<file path="src/rtl/cable_timer_unit.sv">
// Enable/end handshake responder timing the accumulation, line and gear intervals on one prescaled tick counter.
// Optional CABLE_TMR_LOAD_EN adds runtime-writable durations (ld_en/ld_sel/ld_val).
module cable_timer_unit #(
    parameter int unsigned CNT_W      = 16,
    parameter int unsigned PRESCALE   = 1000,
    parameter int unsigned ACC_TICKS  = 50,
    parameter int unsigned LINE_TICKS = 200,
    parameter int unsigned GEAR_TICKS = 120
) (
    input  logic             clk,
    input  logic             resetn,
    input  logic             en_acc,
    input  logic             en_line_timer,
    input  logic             en_gear_timer,
    input  logic             detect,
`ifdef CABLE_TMR_LOAD_EN
    input  logic             ld_en,
    input  logic [1:0]       ld_sel,
    input  logic [CNT_W-1:0] ld_val,
`endif
    output logic             ready,
    output logic             line_end,
    output logic             gear_end,
    output logic             busy,
    output logic             conflict,
    output logic [CNT_W-1:0] tick_cnt
);

    localparam int unsigned PW = (PRESCALE > 1) ? $clog2(PRESCALE) : 1;

    typedef enum logic [2:0] {S_IDLE, S_ACC, S_LINE, S_GEAR, S_EXPIRED} state_t;
    typedef enum logic [1:0] {OWN_ACC, OWN_LINE, OWN_GEAR} owner_t;

    state_t           state_q, state_d;
    owner_t           owner_q, owner_d;
    logic [PW-1:0]    presc_q, presc_d;
    logic [CNT_W-1:0] cnt_d;
    logic [CNT_W-1:0] dur_q, dur_d;
    logic [CNT_W-1:0] dur_acc, dur_line, dur_gear;
    logic             own_en, tick;
    logic [CNT_W-1:0] cnt_inc;

    function automatic logic [CNT_W-1:0] eff_dur(input logic [CNT_W-1:0] v);
        return (v == '0) ? CNT_W'(1) : v;
    endfunction

`ifdef CABLE_TMR_LOAD_EN
    always_ff @(posedge clk or negedge resetn) begin
        if (!resetn) begin
            dur_acc  <= CNT_W'(ACC_TICKS);
            dur_line <= CNT_W'(LINE_TICKS);
            dur_gear <= CNT_W'(GEAR_TICKS);
        end else if (ld_en) begin
            case (ld_sel)
                2'd0:    dur_acc  <= ld_val;
                2'd1:    dur_line <= ld_val;
                2'd2:    dur_gear <= ld_val;
                default: ;
            endcase
        end
    end
`else
    always_comb begin
        dur_acc  = CNT_W'(ACC_TICKS);
        dur_line = CNT_W'(LINE_TICKS);
        dur_gear = CNT_W'(GEAR_TICKS);
    end
`endif

    always_comb begin
        case (owner_q)
            OWN_LINE: own_en = en_line_timer;
            OWN_GEAR: own_en = en_gear_timer;
            default:  own_en = en_acc;
        endcase
        tick    = (presc_q == PW'(PRESCALE - 1));
        cnt_inc = (&tick_cnt) ? tick_cnt : tick_cnt + CNT_W'(1);
    end

    // The interval length is latched at entry so a runtime write only affects the next run.
    always_comb begin
        state_d = state_q;
        owner_d = owner_q;
        presc_d = presc_q;
        cnt_d   = tick_cnt;
        dur_d   = dur_q;
        case (state_q)
            S_IDLE: begin
                presc_d = '0;
                cnt_d   = '0;
                if (en_line_timer) begin
                    state_d = S_LINE;
                    owner_d = OWN_LINE;
                    dur_d   = eff_dur(dur_line);
                end else if (en_gear_timer) begin
                    state_d = S_GEAR;
                    owner_d = OWN_GEAR;
                    dur_d   = eff_dur(dur_gear);
                end else if (en_acc) begin
                    state_d = S_ACC;
                    owner_d = OWN_ACC;
                    dur_d   = eff_dur(dur_acc);
                end
            end
            S_ACC, S_LINE, S_GEAR: begin
                if (!own_en) begin
                    state_d = S_IDLE;
                    presc_d = '0;
                    cnt_d   = '0;
                end else if (state_q == S_ACC && detect) begin
                    presc_d = '0;
                    cnt_d   = '0;
                end else if (tick) begin
                    presc_d = '0;
                    cnt_d   = cnt_inc;
                    if (cnt_inc == dur_q) state_d = S_EXPIRED;
                end else begin
                    presc_d = presc_q + PW'(1);
                end
            end
            S_EXPIRED: begin
                if (!own_en) begin
                    state_d = S_IDLE;
                    presc_d = '0;
                    cnt_d   = '0;
                end
            end
            default: state_d = S_IDLE;
        endcase
    end

    always_ff @(posedge clk or negedge resetn) begin
        if (!resetn) begin
            state_q  <= S_IDLE;
            owner_q  <= OWN_ACC;
            presc_q  <= '0;
            tick_cnt <= '0;
            dur_q    <= CNT_W'(1);
            ready    <= 1'b0;
            line_end <= 1'b0;
            gear_end <= 1'b0;
            busy     <= 1'b0;
            conflict <= 1'b0;
        end else begin
            state_q  <= state_d;
            owner_q  <= owner_d;
            presc_q  <= presc_d;
            tick_cnt <= cnt_d;
            dur_q    <= dur_d;
            ready    <= (state_d == S_ACC);
            line_end <= (state_d == S_EXPIRED) && (owner_d == OWN_LINE);
            gear_end <= (state_d == S_EXPIRED) && (owner_d == OWN_GEAR);
            busy     <= (state_d == S_ACC) || (state_d == S_LINE) || (state_d == S_GEAR);
            conflict <= ({1'b0, en_acc} + {1'b0, en_line_timer} + {1'b0, en_gear_timer}) > 2'd1;
        end
    end

endmodule

</file>
<file path="config.mk">
export PLATFORM = sky130hd
export DESIGN_NAME = cable_timer_unit
export DESIGN_NICKNAME = d
export VERILOG_FILES = /design/src/rtl/cable_timer_unit.sv
export SDC_FILE = /design/constraint.sdc
export NUM_CORES = 1
export LEC_CHECK = 0
export BUFFER_PORTS_ARGS = -buffer_cell sky130_fd_sc_hd__buf_2
export CAP_MARGIN = 10
export CORE_ASPECT_RATIO = 0.9
export CORE_MARGIN = 4
export CORE_UTILIZATION = 50
export DETAILED_ROUTE_END_ITERATION = 16
export MAX_ROUTING_LAYER = met4
export PLACE_DENSITY = 0.81
export SYNTH_ARGS = -nofsm -noshare
export SYNTH_HDL_FRONTEND = slang
export SYNTH_SLANG_ARGS = --single-unit
</file>
<file path="constraint.sdc">
create_clock -name clk -period 3 [get_ports clk]
set_input_delay 0 -clock clk [delete_from_list [all_inputs] [get_ports clk]]
set_output_delay 0 -clock clk [all_outputs]
set_load 0.005 [all_outputs]
</file>
# Word level (Yosys, flattened, before mapping)
# Cells that the tools add are included.
# totals
regBits	52
input_bits	6
# op_classes
n_mux	28
n_lt_le_gt_ge	1
n_reduce_logical	13
eq_ne	16
addsub	4
# op_table
op	n
$mux 16	8
$pmux 16 s3	1
$mux 10	4
$pmux 10 s3	1
$mux 3	8
$add 16x1->16 const B	1
$eq 16x16->1	1
$reduce_and 16->1	1
$eq 3x2->1 const B	4
$add 10x1->10 const B	1
$eq 10x10->1 const B	1
$pmux 3 s3	1
$mux 2	4
$eq 3x1->1 const B	2
$eq 3x3->1 const B	2
$reduce_bool 3->1	2
$eq 2x1->1 const B	2
$eq 2x2->1 const B	2
$ne 4x4->1 const B	1
$reduce_and 2->1	2
$logic_and 1x1->1	3
$logic_not 3->1	1
$reduce_and 3->1	1
$reduce_or 3->1	1
other kinds (6)	7

# Depth between registers and ports, before layout
# depth
word_depth	11
mapped_depth	10
ltp_nobuf	8

# Least setup slack after synthesis
# No wires, ideal clock.
# synth_timing
kind	reg2reg
start	register tick_cnt[0]
end	register gear_end
slack_ns	0.434
path_buffers	1
period_less_slack_ns	2.566
t_required_ns	2.924
arrival_time_ns	2.490
path_stages_with_launch	9
cell_sequence	dfrtp_1 > ha_1 > nand3_2 > or4_1 > buf_2 > a21oi_1 > mux2i_1 > or4_1 > o21ai_1
# synth_via
elab_chain_len	10
word_cells_on_any_way	11
# synth_lines
element	line	text
start: declaration	26	output logic [CNT_W-1:0] tick_cnt
start signal: assignment	148	tick_cnt <= cnt_d;
$add 16x1->16 or $reduce_and 16->1 (tied branches)	77	cnt_inc = (&tick_cnt) ? tick_cnt : tick_cnt + CNT_W'(1);
$mux 16 (*)	77	
$eq 16x16->1 (*)	116	if (cnt_inc == dur_q) state_d = S_EXPIRED;
$mux 3 (*)	116	
$mux 3 (*)	113	end else if (tick) begin
$mux 3 (*)	110	end else if (state_q == S_ACC && detect) begin
$mux 3 (*)	106	if (!own_en) begin
$pmux 3 s3 (*)	87	case (state_q)
$eq 3x3->1 (*)	152	gear_end <= (state_d == S_EXPIRED) && (owner_d == OWN_GEAR);
$logic_and 1x1->1 (*)	152	
end signal: assignment	152	
end: declaration	23	output logic gear_end,
# Mark *: on every way between the ends. The rest lies on a longest branch, timed or not.
# A chain may end at the register's enable or synchronous reset.

# Worst setup path after layout
# layout_timing
start	register tick_cnt[1]
end	register gear_end
# Same word-level chain as after synthesis.

==> impl_metrics.env <==
export IMPL_required_ns=3.22
export IMPL_slew_headroom_pct=39.89
export IMPL_max_stage_delay_ns=0.62
export IMPL_slew_viol_final=0
export IMPL_placed_area_um2=2823
export IMPL_whs_path_depth=2
export IMPL_grt_use_total_pct=21.09
export IMPL_place_ws_ns=0.2200
export IMPL_finalHoldViolations=0
export IMPL_initial_core_util_pct=53.32
export IMPL_total_power_mw=1.986
export IMPL_p_leak_nw=1.255
export IMPL_synth_seq_area_share_pct=38.42
export IMPL_wl_per_cell_um=16.53
export IMPL_first_pass_iters=5
export IMPL_dp_hpwl_um=4729
export IMPL_fin_setup_tns_ns=0
export IMPL_die_w_um=85.09
export IMPL_timing_final_crit_period_ns=2.742
export IMPL_fin_nets=344
export IMPL_synth_async_reset_ratio_pct=100.0
export IMPL_cts_buffer_depth=2
export IMPL_clock_sinks=41
export IMPL_drc=0
export IMPL_ff2ff_setup_slack_ns=0.26
export IMPL_fin_worst_skew_ns=0.009321
export IMPL_drt_initial_drc_count=300
export IMPL_worstPathMaxFanout=7
export IMPL_path_clk_slew_ns=0.09
export IMPL_status="finished clean"
export IMPL_tightestPinTransition_ns=0.9016
export IMPL_area_growth_pct=9.312
export IMPL_rr_endpoint="gear_end"
export IMPL_whs_ns=0.04168
export IMPL_cts_setup_buffers=0
export IMPL_synth_distinct_cells=62
export IMPL_synth_area_leaders="dfrtp_1 37%, nand2_1 5.6%, o21ai_0 3.9%, a21oi_1 3.7%, xnor2_1 2.9%"
export IMPL_synth_common_cells="40 x dfrtp_1, 40 x nand2_1, 21 x o21ai_0"
export IMPL_port_buffers=26
export IMPL_drive_above_1_share_pct=17.37
export IMPL_cts_made_buffers=5
export IMPL_boundaryPins=27
export IMPL_design_area_um2=2923
export IMPL_antenna_found_initial=0
export IMPL_start_kind="flop"
export IMPL_worstPathCellList="ha_1 -> nand3_2 -> or4_4 -> a21oi_1 -> mux2i_1 -> or4_1 -> o21ai_1"
export IMPL_diodes=0
export IMPL_crit_start="tick_cnt[1]"
export IMPL_setup_ws_ns=0.2583
export IMPL_clockRootBuffer="clkbuf_8"
export IMPL_synth_warnings=0
export IMPL_synth_edff_count=0
export IMPL_synth_fp_nets=325
export IMPL_ir_drop_mv=0.4238
export IMPL_max_cap_violations=0
export IMPL_fmax_mhz=364.7
export IMPL_r2r_cells=7
export IMPL_powerDensity_nw_per_um2=679.4
export IMPL_fillers=452
export IMPL_synth_cells=314
export IMPL_drt_total_wl_um=6594
export IMPL_finalCritPeriodShare_pct=91.39
export IMPL_grt_overflow=0
export IMPL_synth_ff_type="dfrtp_1"
export IMPL_grt_max_degree=42
export IMPL_avgSynthCellArea_um2=8.515
export IMPL_cp_endpoint="gear_end"
export IMPL_dieArea_um2=6583
export IMPL_endpoint_kind="flop"
export IMPL_r2r_start="tick_cnt[1]"
export IMPL_htree_levels=2
export IMPL_grt_pass1_vias=2249
export IMPL_vias=2535
export IMPL_ys_seq_elements=41
export IMPL_grt_pass1_wl_um=11140
export IMPL_clk_latency_ns=0.30
export IMPL_slowest_stage="or4_4"
export IMPL_yosys_area_top_type_share_pct=37.44
export IMPL_rows=24
export IMPL_core_area_um2=5015
export IMPL_cts_tree="done"
export IMPL_die_y_um=77.38
export IMPL_arrival_ns=2.96
export IMPL_hold_path_class="in -> reg"
export IMPL_synth_largest_area_cell="dfrtp_1"
export IMPL_setup_viol=0
export IMPL_vias_per_cell=6.353
export IMPL_place_gp_congestion=0.9423
export IMPL_ant_nets=0
export IMPL_path_class="reg -> reg"
export IMPL_grt_setup_unrepaired="no"
export IMPL_syn_area_um2=2674
-- state kept, by name (all words and copies together), names as in the netlist --
signal / flops
busy: 1
conflict: 1
dur_q: 5
gear_end: 1
line_end: 1
owner_q: 2
presc_q: 10
ready: 1
state_q: 3
tick_cnt: 16
-- through the flow --
step,instances,util (%)
2_1_floorplan,314,-
3_3_place_gp,390,56.29
3_5_place_dp,390,56.29
4_1_cts,399,58.21
5_1_grt,399,58.28
6_report,399,58.28
-- worst max-delay path: cells and delay by family (launching register included) --
kind	cells	cell delay, ns
muxes	1	0.14
AOI/OAI and AO/OA	2	0.39
adders and majority gates	1	0.31
DFF	1	0.45
and+or+nand+nor	3	1.37
-- cell families (layout without fill, tap and decap cells) --
group           Yosys count  after routing  synth area share [%]
compound gates           95             95                 23.54
simple gates            126            126                 24.43
xor+xnor                 10             10                 3.276
flops                    41             41                 38.42
buf+inv                  32             52                 6.083
fa+ha+maj                 5              5                 2.340
mux                       5              5                 1.919
-- final cells by class --
cell class              count  area, um2  area share (%)
clock buffers               5      68.82           2.354
clock inverters             3      17.52          0.5993
inverters                   9      33.78           1.156
multi-input cells         241       1494           51.11
flip-flops and latches     41       1027           35.15
well taps                  65      81.33           2.783
repair buffers             35      200.2           6.849
-- how the worst min path moves through the flow --
stage	from	endpoint	slack, ns
CTS	en_acc	dur_q[6]	0.04
detailed placement	resetn	tick_cnt[8]	0.19
finish	en_line_timer	conflict	0.04
global placement	resetn	tick_cnt[8]	0.19
global route	en_line_timer	conflict	0.07
floorplan	resetn	busy	-0.30
-- placed cells by master (no fill, tap or decap), drive strengths merged, types with 3 or more instances in the layout --
cell	n
a21o	4
nor3	13
o211ai	3
buf	34
mux2i	4
nor2	19
xnor2	9
a31oi	10
inv	9
o31ai	4
nand4	6
nand2	40
and3	6
a22o	3
dfrtp	40
and2	4
o21ai	25
nand3	14
nor4	9
clkbuf	5
a41o	3
or4	3
o41ai	4
ha	5
a21oi	20
-- power breakdown --
group          leakage [nW]  internal, mW  total [mW]  switching, mW
Clock                0.0439         0.161       0.372          0.211
Sequential            0.547         0.630       0.709         0.0794
Combinational         0.664         0.360       0.904          0.544
-- per-layer routing --
| metal | wire, um | up-vias | global-route usage [%] |
|---|---|---|---|
| met1 | 3117 | 1203 | 31.43 |
| met4 | 103 | 0 | 4.272 |
| met2 | 2876 | 117 | 29.81 |
| met5 | 0 | - | - |
| met3 | 498 | 15 | 4.131 |
| li1 | - | 1200 | - |
-- timing repair --
action                                  CTS  global route
endpoints found under the setup margin    0             4
hold buffers                              1             0
hold endpoints to repair                 40             0
resized for setup                         0             1
(Power assumes the default switching activity.)
